### config.mk
export PLATFORM = sky130hd
export DESIGN_NAME = button_conditioner_flat
export DESIGN_NICKNAME = d
export VERILOG_FILES = /design/src/rtl/button_pkg.sv /design/src/rtl/button_conditioner_if.sv /design/src/rtl/button_debounce.sv /design/src/rtl/button_conditioner.sv /design/src/flat_wrapper.sv
export SDC_FILE = /design/constraint.sdc
export NUM_CORES = 1
export LEC_CHECK = 0
export ABC_AREA = 1
export BUFFER_PORTS_ARGS = -buffer_cell sky130_fd_sc_hd__buf_4
export CAP_MARGIN = 20
export CORE_ASPECT_RATIO = 0.75
export CORE_MARGIN = 10
export CORE_UTILIZATION = 45
export DETAILED_ROUTE_END_ITERATION = 12
export HOLD_SLACK_MARGIN = 0.03
export PLACE_DENSITY = 0.67
export SYNTH_ARGS = -nofsm -noshare
export SYNTH_HDL_FRONTEND = slang
export SYNTH_SLANG_ARGS = --single-unit
### constraint.sdc
create_clock -name CLK_25MHZ -period 1.85 [get_ports CLK_25MHZ]
set_input_delay 0.185 -clock CLK_25MHZ [delete_from_list [all_inputs] [get_ports CLK_25MHZ]]
set_output_delay 0.185 -clock CLK_25MHZ [all_outputs]
set_load 0.05 [all_outputs]
### src/rtl/button_pkg.sv
// Shared types and helpers for the paddle button conditioner.
//   btn_state_e : per-channel debounce FSM state
//   cnt_width() : width of a counter that must hold values 0..max_val
//   Default timing constants for a 25 MHz system clock.
package button_pkg;

  typedef enum logic [1:0] {
    StReleased,
    StPressWait,
    StPressed,
    StReleaseWait
  } btn_state_e;

  localparam int unsigned DEBOUNCE_10MS_25MHZ   = 250000;
  localparam int unsigned REPEAT_DELAY_DEFAULT  = 12500000;
  localparam int unsigned REPEAT_PERIOD_DEFAULT = 2500000;

  function automatic int unsigned cnt_width(input int unsigned max_val);
    int unsigned w;
    w = $clog2(max_val + 1);
    return (w < 1) ? 1 : w;
  endfunction

endpackage

### src/rtl/button_conditioner_if.sv
// Button bundle between the raw paddle buttons and the game logic.
//   BTN_UP_RAW / BTN_DOWN_RAW     : raw asynchronous button inputs
//   BTN_UP / BTN_DOWN             : debounced levels, 1 = pressed
//   BTN_UP_PRESS / BTN_DOWN_PRESS : one-cycle press pulses
// master: the button/board side; slave: the conditioner.
interface button_conditioner_if;
  logic BTN_UP_RAW;
  logic BTN_DOWN_RAW;
  logic BTN_UP;
  logic BTN_DOWN;
  logic BTN_UP_PRESS;
  logic BTN_DOWN_PRESS;

  modport master (
    output BTN_UP_RAW, BTN_DOWN_RAW,
    input  BTN_UP, BTN_DOWN, BTN_UP_PRESS, BTN_DOWN_PRESS
  );

  modport slave (
    input  BTN_UP_RAW, BTN_DOWN_RAW,
    output BTN_UP, BTN_DOWN, BTN_UP_PRESS, BTN_DOWN_PRESS
  );
endinterface

### src/rtl/button_debounce.sv
// Single button channel: synchroniser, polarity correction, debounce FSM with dwell
// counter, and (with BUTTON_AUTOREPEAT_EN defined) auto-repeat press pulses.
//   clk   : system clock
//   rst   : asynchronous active-high reset
//   raw   : raw asynchronous button input
//   level : debounced level, 1 = pressed
//   press : one-cycle pulse on accepted press (plus repeats when enabled)
module button_debounce import button_pkg::*; #(
  parameter int unsigned DEBOUNCE_CYCLES = DEBOUNCE_10MS_25MHZ,
  parameter int unsigned SYNC_STAGES     = 2,
  parameter int unsigned ACTIVE_LOW      = 0
`ifdef BUTTON_AUTOREPEAT_EN
  ,
  parameter int unsigned REPEAT_DELAY    = REPEAT_DELAY_DEFAULT,
  parameter int unsigned REPEAT_PERIOD   = REPEAT_PERIOD_DEFAULT
`endif
) (
  input  logic clk,
  input  logic rst,
  input  logic raw,
  output logic level,
  output logic press
);

  localparam int unsigned CntW = cnt_width(DEBOUNCE_CYCLES);
  localparam logic [CntW-1:0] CntLast = CntW'(DEBOUNCE_CYCLES - 1);
  // Raw level of a released button; the synchroniser resets to it.
  localparam logic RelLvl = (ACTIVE_LOW != 0);

  logic [SYNC_STAGES-1:0] sync_q;
  logic                   s;
  btn_state_e             state_q;
  logic [CntW-1:0]        cnt_q;
  logic                   level_q;
  logic                   press_q;

  always_ff @(posedge clk or posedge rst) begin
    if (rst) begin
      sync_q <= {SYNC_STAGES{RelLvl}};
    end else begin
      sync_q <= {sync_q[SYNC_STAGES-2:0], raw};
    end
  end

  assign s = sync_q[SYNC_STAGES-1] ^ RelLvl;

`ifdef BUTTON_AUTOREPEAT_EN
  localparam int unsigned RptMax = (REPEAT_DELAY > REPEAT_PERIOD) ? REPEAT_DELAY : REPEAT_PERIOD;
  localparam int unsigned RptW = cnt_width(RptMax);
  localparam logic [RptW-1:0] DelayLast  = RptW'(REPEAT_DELAY - 1);
  localparam logic [RptW-1:0] PeriodLast = RptW'(REPEAT_PERIOD - 1);

  logic [RptW-1:0] rpt_q;
  logic            rpt_first_q;  // still waiting out the initial delay
`endif

  always_ff @(posedge clk or posedge rst) begin
    if (rst) begin
      state_q <= StReleased;
      cnt_q   <= '0;
      level_q <= 1'b0;
      press_q <= 1'b0;
`ifdef BUTTON_AUTOREPEAT_EN
      rpt_q       <= '0;
      rpt_first_q <= 1'b1;
`endif
    end else begin
      press_q <= 1'b0;
      unique case (state_q)
        StReleased: begin
          if (s) begin
            if (DEBOUNCE_CYCLES == 1) begin
              // Single-cycle dwell: accept on the edge the change is seen.
              state_q <= StPressed;
              level_q <= 1'b1;
              press_q <= 1'b1;
              cnt_q   <= '0;
`ifdef BUTTON_AUTOREPEAT_EN
              rpt_q       <= '0;
              rpt_first_q <= 1'b1;
`endif
            end else begin
              state_q <= StPressWait;
              cnt_q   <= CntW'(1);
            end
          end
        end
        StPressWait: begin
          if (!s) begin
            state_q <= StReleased;
            cnt_q   <= '0;
          end else if (cnt_q == CntLast) begin
            state_q <= StPressed;
            level_q <= 1'b1;
            press_q <= 1'b1;
            cnt_q   <= '0;
`ifdef BUTTON_AUTOREPEAT_EN
            rpt_q       <= '0;
            rpt_first_q <= 1'b1;
`endif
          end else begin
            cnt_q <= cnt_q + CntW'(1);
          end
        end
        StPressed: begin
          if (!s) begin
            if (DEBOUNCE_CYCLES == 1) begin
              state_q <= StReleased;
              level_q <= 1'b0;
              cnt_q   <= '0;
            end else begin
              state_q <= StReleaseWait;
              cnt_q   <= CntW'(1);
            end
`ifdef BUTTON_AUTOREPEAT_EN
            rpt_q <= '0;
          end else if (rpt_q == (rpt_first_q ? DelayLast : PeriodLast)) begin
            press_q     <= 1'b1;
            rpt_q       <= '0;
            rpt_first_q <= 1'b0;
          end else begin
            rpt_q <= rpt_q + RptW'(1);
`endif
          end
        end
        StReleaseWait: begin
          if (s) begin
            // Bounce back to pressed: level never dropped, so no new initial pulse.
            state_q <= StPressed;
            cnt_q   <= '0;
`ifdef BUTTON_AUTOREPEAT_EN
            rpt_q       <= '0;
            rpt_first_q <= 1'b1;
`endif
          end else if (cnt_q == CntLast) begin
            state_q <= StReleased;
            level_q <= 1'b0;
            cnt_q   <= '0;
          end else begin
            cnt_q <= cnt_q + CntW'(1);
          end
        end
        default: begin
          state_q <= StReleased;
          cnt_q   <= '0;
          level_q <= 1'b0;
        end
      endcase
    end
  end

  assign level = level_q;
  assign press = press_q;

endmodule

### src/rtl/button_conditioner.sv
// Paddle button conditioner: two independent debounced channels (up, down) feeding
// topEntity. Each produces a clean level and a one-cycle press pulse.
//   CLK_25MHZ : system pixel clock
//   RESET     : asynchronous active-high reset
//   bus       : button bundle (raw inputs in, levels and pulses out)
// Define BUTTON_AUTOREPEAT_EN to add auto-repeat press pulses while held.
module button_conditioner import button_pkg::*; #(
  parameter int unsigned DEBOUNCE_CYCLES = DEBOUNCE_10MS_25MHZ,
  parameter int unsigned SYNC_STAGES     = 2,
  parameter int unsigned ACTIVE_LOW      = 0
`ifdef BUTTON_AUTOREPEAT_EN
  ,
  parameter int unsigned REPEAT_DELAY    = REPEAT_DELAY_DEFAULT,
  parameter int unsigned REPEAT_PERIOD   = REPEAT_PERIOD_DEFAULT
`endif
) (
  input logic                 CLK_25MHZ,
  input logic                 RESET,
  button_conditioner_if.slave bus
);

  button_debounce #(
    .DEBOUNCE_CYCLES (DEBOUNCE_CYCLES),
    .SYNC_STAGES     (SYNC_STAGES),
    .ACTIVE_LOW      (ACTIVE_LOW)
`ifdef BUTTON_AUTOREPEAT_EN
    ,
    .REPEAT_DELAY    (REPEAT_DELAY),
    .REPEAT_PERIOD   (REPEAT_PERIOD)
`endif
  ) u_up (
    .clk   (CLK_25MHZ),
    .rst   (RESET),
    .raw   (bus.BTN_UP_RAW),
    .level (bus.BTN_UP),
    .press (bus.BTN_UP_PRESS)
  );

  button_debounce #(
    .DEBOUNCE_CYCLES (DEBOUNCE_CYCLES),
    .SYNC_STAGES     (SYNC_STAGES),
    .ACTIVE_LOW      (ACTIVE_LOW)
`ifdef BUTTON_AUTOREPEAT_EN
    ,
    .REPEAT_DELAY    (REPEAT_DELAY),
    .REPEAT_PERIOD   (REPEAT_PERIOD)
`endif
  ) u_down (
    .clk   (CLK_25MHZ),
    .rst   (RESET),
    .raw   (bus.BTN_DOWN_RAW),
    .level (bus.BTN_DOWN),
    .press (bus.BTN_DOWN_PRESS)
  );

endmodule

### src/flat_wrapper.sv
// flat-port wrapper written by rule: the top's interface ports become plain ports
module button_conditioner_flat import button_pkg::*;
#(
  parameter int unsigned DEBOUNCE_CYCLES = DEBOUNCE_10MS_25MHZ,
  parameter int unsigned SYNC_STAGES     = 2,
  parameter int unsigned ACTIVE_LOW      = 0

)
  (CLK_25MHZ, RESET, bus_BTN_UP_RAW, bus_BTN_DOWN_RAW, bus_BTN_UP, bus_BTN_DOWN, bus_BTN_UP_PRESS, bus_BTN_DOWN_PRESS);
  button_conditioner_if bus_i ();
  input logic CLK_25MHZ;
  input logic RESET;
  input wire logic [$bits(bus_i.BTN_UP_RAW)-1:0] bus_BTN_UP_RAW;
  input wire logic [$bits(bus_i.BTN_DOWN_RAW)-1:0] bus_BTN_DOWN_RAW;
  output wire logic [$bits(bus_i.BTN_UP)-1:0] bus_BTN_UP;
  output wire logic [$bits(bus_i.BTN_DOWN)-1:0] bus_BTN_DOWN;
  output wire logic [$bits(bus_i.BTN_UP_PRESS)-1:0] bus_BTN_UP_PRESS;
  output wire logic [$bits(bus_i.BTN_DOWN_PRESS)-1:0] bus_BTN_DOWN_PRESS;
  assign bus_i.BTN_UP_RAW = bus_BTN_UP_RAW;
  assign bus_i.BTN_DOWN_RAW = bus_BTN_DOWN_RAW;
  assign bus_BTN_UP = bus_i.BTN_UP;
  assign bus_BTN_DOWN = bus_i.BTN_DOWN;
  assign bus_BTN_UP_PRESS = bus_i.BTN_UP_PRESS;
  assign bus_BTN_DOWN_PRESS = bus_i.BTN_DOWN_PRESS;
  button_conditioner #(.DEBOUNCE_CYCLES(DEBOUNCE_CYCLES), .SYNC_STAGES(SYNC_STAGES), .ACTIVE_LOW(ACTIVE_LOW)) u_core (.CLK_25MHZ(CLK_25MHZ), .RESET(RESET), .bus(bus_i));
endmodule
==> results.cfg, run 1 <==
[die]
rows = 24
die_width_um = 112
fp.dieArea_um2 = 9890
start_util = 0.476
io_pins = 8
die_h_um = 88.7
core_area_um2 = 5950

[logic_synthesis]
yosysUniqueCellTypes = 29
synth_edf_count = 0
yosys_warnings = 0
yosysMostFrequentCell = nand2_1
synth_top_area_cell = dfrtp_1
netlist_area_um2 = 2830
ys_ff_latch = 48
synthCells = 386
syn_nets = 392
netlist_top_cells_count = 109 x nand2_1, 56 x nor2_1, 54 x inv_1
yosys-top-cells-area = dfrtp_1 42%, nand2_1 14%, nor2_1 7.4%
ys_seq_area_frac = 0.425
synth.avg_cell_area_um2 = 7.33
ys.flop_type = dfrtp_1
asyncSetResetFlopFracSynth = 1.00
synth_top_area_frac = 0.425

[worst_setup_path]
cp.required_ps = 2040
path_cells = ha_1 -> nand3_2 -> nor2_1 -> nand3_2 -> nand2_2 -> nand2_2 -> inv_2 -> nor2_1
crit_buf_inv = 1
critical_path.endpoint_type = flip-flop
crit_family = simple AND/OR/NAND/NOR gates
worst-setup-path-type = flip-flop to flip-flop
start_kind = flip-flop
crit_arrival_ps = 1900
cp_slowest_cell = dfrtp_1
crit_fanout = 11
cpPeakStageDelay_ps = 390

[clocking]
tritoncts = yes
h-tree-depth = 2
numCtsBuffers = 5
clk_pin_slew_ps = 90
clk_latency_ps = 310
cts_resized = 0
ctsLongestPathBuffers = 2
cts.sinks = 48
cts_setup_buffers = 0
root_buffer = clkbuf_8

[finish]
drive_above_1_share = 0.132
area_growth_pct = 10.7
fillers = 549
diodes = 0
fin_nets = 407
fin_area_um2 = 3130
finalCoreUtilization = 0.527

[sta]
setup_viol = 0
max_slew_margin = 0.758
final.setup_skew_ps = 5.50
worstMarginPinSlew_ps = 361
slew_viol_final = 0
final_hold_viol_count = 0
fmax_ghz = 0.587
rsz0062_at_grt = no
finalCritPeriodShare = 0.921
setup-tns-final_ps = 0
post-route-min-period_ps = 1700

[global_routing]
grt_first_pass_wirelength_um = 10600
groute.usage.overall = 0.129
grt_max_degree = 49
antenna_found_initial = 0
grt.overflow.total = 0
grt_pass1_vias = 2185

[drt]
route.detailed.drc = 0
dr.pass1.iters = 7
num_vias = 2368
wirelength_um = 6010
drtIter0Drc = 149
wire_per_inst_um = 12.5
vias_per_cell = 4.93
final_antenna_net_count = 0

[placement]
gp_congestion = 0.907
port_buffers = 7
placed_area_um2 = 2980
place_hpwl_um = 4460

[flow_run]
maxCapViolCount = 0

[pwr]
irDropWorstVdd_mv = 0.469
pwr_density_cell_nw_per_um2 = 867
p_leak_nw = 1.52

[min_path]
hold_class = flip-flop to flip-flop

[outcome]
outcome = finished, final reports clean
-- worst paths after layout --
| check | cells after the start | start | to | slack [ps] |
|---|---|---|---|---|
| worst min-delay path | 0 | u_core.u_down.sync_q[0]$_DFF_PP0_ | u_core.u_down.sync_q[1]$_DFF_PP0_ | 360 |
| min in group asynchronous | 4 | RESET | u_core.u_down.cnt_q[5]$_DFFE_PP0P_ | 460 |
| worst max-delay path | 8 | u_core.u_up.cnt_q[1]$_DFFE_PP0P_ | u_core.u_up.cnt_q[10]$_DFFE_PP0P_ | 150 |
| worst max register to register | 8 | u_core.u_up.cnt_q[1]$_DFFE_PP0P_ | u_core.u_up.cnt_q[10]$_DFFE_PP0P_ | 150 |
| worst min register to register | 0 | u_core.u_down.sync_q[0]$_DFF_PP0_ | u_core.u_down.sync_q[1]$_DFF_PP0_ | 360 |
| max in group asynchronous | 4 | RESET | u_core.u_down.state_q[0]$_DFFE_PP0P_ | 1170 |
-- state kept, by name, indices dropped and copies added (netlist names), 2 cells and up, named ones only --
name,cells
u_core.u_up.cnt_q,18
u_core.u_down.cnt_q,18
u_core.u_down.sync_q,2
u_core.u_up.sync_q,2
-- metrics by stage --
| step | setup WS [ps] | power, mW | std cells | hold slack, ps |
|---|---|---|---|---|
| after floorplan | 483 | 1.76 | 386 | 216 |
| after global placement | 193 | 1.90 | 469 | 256 |
| after detailed placement | 168 | 1.91 | 469 | 256 |
| after CTS | 139 | 2.73 | 480 | 358 |
| after global routing | 0.475 | 2.88 | 480 | 379 |
| final | 146 | 2.72 | 480 | 356 |
-- logic make-up after synthesis --
| group | count (synthesis) | share of synthesized area |
|---|---|---|
| adder cells (fa/ha/maj) | 2 | 0.00885 |
| AO/OA/AOI/OAI | 18 | 0.0341 |
| AND/OR/NAND/NOR | 239 | 0.397 |
| buffers and inverters | 65 | 0.0916 |
| XOR/XNOR | 14 | 0.0434 |
| flip-flops | 48 | 0.425 |
-- power breakdown --
group / internal [mW] / switching [mW]
sequential: 1.14 / 0.0893
combinational: 0.187 / 0.483
clock: 0.442 / 0.375
total: 1.77 / 0.948
-- layout by cell type, fill, tap and decap left out, types with 8 or more instances in the layout --
| master | instances |
|---|---|
| nor2_2 | 8 |
| nand3_1 | 22 |
| nand4_1 | 13 |
| nand2_1 | 109 |
| nor2_1 | 56 |
| nand2_2 | 8 |
| buf_4 | 9 |
| dfrtp_1 | 48 |
| inv_1 | 53 |
| xor2_1 | 12 |
-- worst reg2reg max path, stage by stage, from the launching register on --
cell and delay [ps]:
dfrtp_1 390, ha_1 230, nand3_2 120, nor2_1 150
nand3_2 130, nand2_2 130, nand2_2 110, inv_2 220
nor2_1 90
-- what timing repair did --
action	in CTS	in global routing
hold buffers	3	0
endpoints found under the hold margin	50	0
endpoints found under the setup margin	0	0
-- metal layers --
metal	share of wire	global-route usage	vias to the layer above
met5	0	0	-
met4	0.012	0.0419	0
met3	0.059	0.0304	7
met2	0.38	0.179	62
li1	-	-	1226
met1	0.55	0.191	1073
-- layout make-up --
class | instances | area (µm²) | share of cell area
Multi-Input combinational cell | 273 | 1370 | 0.437
Clock buffer | 6 | 82.6 | 0.0264
Tap cell | 78 | 97.6 | 0.0312
Clock inverter | 2 | 38.8 | 0.0124
Inverter | 60 | 225 | 0.0719
Timing Repair Buffer | 13 | 118 | 0.0376
Sequential cell | 48 | 1200 | 0.384
(Power assumes the default switching activity.)
==> run 2: changes to the inputs <==
--- a/config.mk
+++ b/config.mk
@@ -9,7 +9,7 @@
 export BUFFER_PORTS_ARGS = -buffer_cell sky130_fd_sc_hd__buf_4
 export CAP_MARGIN = 20
 export CORE_ASPECT_RATIO = 0.75
-export CORE_MARGIN = 10
+export CORE_MARGIN = 1.5
 export CORE_UTILIZATION = 45
 export DETAILED_ROUTE_END_ITERATION = 12
 export HOLD_SLACK_MARGIN = 0.03
==> run 2 against run 1 <==
  * Hold slack lost 3.7 ps
  * Clock skew grew 8.7 ps
  * Clock power shrank 20%
  * Setup slack gained 61 ps
  * Via count shrank 0.13%
  * Clock-buffer cell count is the same
  * Wire length grew 0.18%
  * Cell count is the same
  * Sequential share of layout area grew 0.25 points
  * Final area shrank 0.64%
  * Critical path type unchanged
==> results.cfg, run 2 (synthesis gave the netlist of run 1 again) <==
[outcome]
outcome = finished, final reports clean

[finish]
area_growth_pct = 10.0
multi_input_area_um2 = 1370
reg_top3 = u_core.u_down.cnt_q: 18 flops, u_core.u_up.cnt_q: 18 flops
layout_common_cells = 109 x nand2_1, 56 x nor2_1, 53 x inv_1
fin_nets = 408
fillers = 569
regArea_um2 = 1200
drive_above_1_share = 0.132
layout.cells.most_common = nand2_1
diodes = 0

[worst_setup_path]
worst-setup-path-type = flip-flop to flip-flop
rr_endpoint = u_core.u_up.cnt_q[10]$_DFFE_PP0P_
cp.required_ps = 2030
ff2ff_path_depth = 8
critical_path.endpoint_type = flip-flop
crit_fanout = 11
worstSetupStartpoint = u_core.u_up.cnt_q[1]$_DFFE_PP0P_
rrSetupSlack_ps = 210
start_kind = flip-flop
crit_arrival_ps = 1820
reg2reg_from = u_core.u_up.cnt_q[1]$_DFFE_PP0P_

[global_routing]
grt_pass1_vias = 2225
antenna_found_initial = 0
groute.usage.overall = 0.202
grt.overflow.total = 0
grt_max_degree = 26
grt_first_pass_wirelength_um = 10700

[die]
rows = 24
fp.dieArea_um2 = 6770
start_util = 0.476
core_area_um2 = 5950
io_pins = 8
die_h_um = 71.7
die_width_um = 94.5

[sta]
final_hold_viol_count = 0
worstMarginPinSlew_ps = 539
fmax_ghz = 0.609
post-route-min-period_ps = 1640
finalCritPeriodShare = 0.888
slew_viol_final = 0
rsz0062_at_grt = no
setup-tns-final_ps = 0
setup_viol = 0
final.setup_skew_ps = 14.2
holdWs_ps = 352
max_slew_margin = 0.640

[drt]
dr.pass1.iters = 6
drtIter0Drc = 168
num_vias = 2365
vias_per_cell = 4.93
wire_per_inst_um = 12.5
wirelength_um = 6020
route.detailed.drc = 0
final_antenna_net_count = 0

[placement]
place_hpwl_um = 4550
port_buffers = 7
gp_congestion = 0.894

[pwr]
p_total_mw = 2.57
p_leak_nw = 1.51
pwr_density_cell_nw_per_um2 = 826
irDropWorstVdd_mv = 0.467

[flow_run]
maxCapViolCount = 0

[min_path]
hold_class = flip-flop to flip-flop
min_delay_path_depth = 0
hold_path_end = u_core.u_down.sync_q[1]$_DFF_PP0_
worstHoldStart = u_core.u_down.sync_q[0]$_DFF_PP0_

[clocking]
clk_latency_ps = 300
h-tree-depth = 2
root_buffer = clkbuf_8
cts.sinks = 48
ctsLongestPathBuffers = 2
clk_pin_slew_ps = 100
tritoncts = yes
numCtsBuffers = 5
==> run 2: cell types whose count changed in the layout (fill, tap and decap cells not counted), sizes merged <==
cell	change
bufinv	-1
buf	+1
==> run 2: final cells by class <==
class / instances / share of cell area
Multi-Input combinational cell: 273 / 0.440
Inverter: 60 / 0.0732
Timing Repair Buffer: 14 / 0.0402
Clock inverter: 1 / 0.00282
Tap cell: 78 / 0.0314
Sequential cell: 48 / 0.386
Clock buffer: 6 / 0.0265
==> run 2: per-stage QoR <==
step / instances / utilization / instance area [µm²] / setup slack, ps
floorplan: 386 / - / 2830 / 483
global placement: 470 / 0.502 / 2990 / 214
detailed placement: 470 / 0.502 / 2990 / 181
CTS: 480 / 0.523 / 3110 / 149
global route: 480 / 0.523 / 3110 / 61.6
finish: 480 / 0.523 / 3110 / 207
==> run 2: layer usage <==
layer / global-route usage / routed length, µm / vias to the layer above
met2: 0.278 / 2330 / 55
met4: 0.0348 / 39 / 0
met3: 0.0446 / 261 / 5
met1: 0.324 / 3390 / 1079
li1: - / - / 1226
met5: 0 / 0 / -
==> run 2: where the power goes <==
part           total, mW  switching (mW)  internal (mW)
logic              0.687           0.492          0.196
clock network      0.655           0.356          0.299
registers           1.23          0.0893           1.14
total               2.57           0.937           1.63
==> run 2: what timing repair did <==
item                                    CTS  global route
resized for setup                         0             1
hold endpoints to repair                 25             0
hold buffers                              3             0
setup buffers                             0             0
endpoints found under the setup margin    0             4
==> run 2: worst max path at each step <==
stage                     slack, ps                                 end  depth (start not counted)
after floorplan                 480    u_core.u_up.cnt_q[9]$_DFFE_PP0P_                          9
after global placement          210   u_core.u_up.cnt_q[16]$_DFFE_PP0P_                          8
after detailed placement        180   u_core.u_up.cnt_q[10]$_DFFE_PP0P_                          8
after CTS                       150   u_core.u_up.cnt_q[10]$_DFFE_PP0P_                          8
after global routing             60  u_core.u_down.cnt_q[4]$_DFFE_PP0P_                          8
final                           210   u_core.u_up.cnt_q[10]$_DFFE_PP0P_                          8
==> run 2: critical path, stage by stage, from the launching register on <==
cell and delay, ps:
dfrtp_1 390, ha_1 230, nand3_2 120, nor2_1 160
nand3_2 150, nand2_2 130, nand2_2 110, inv_4 160
nor2_1 70
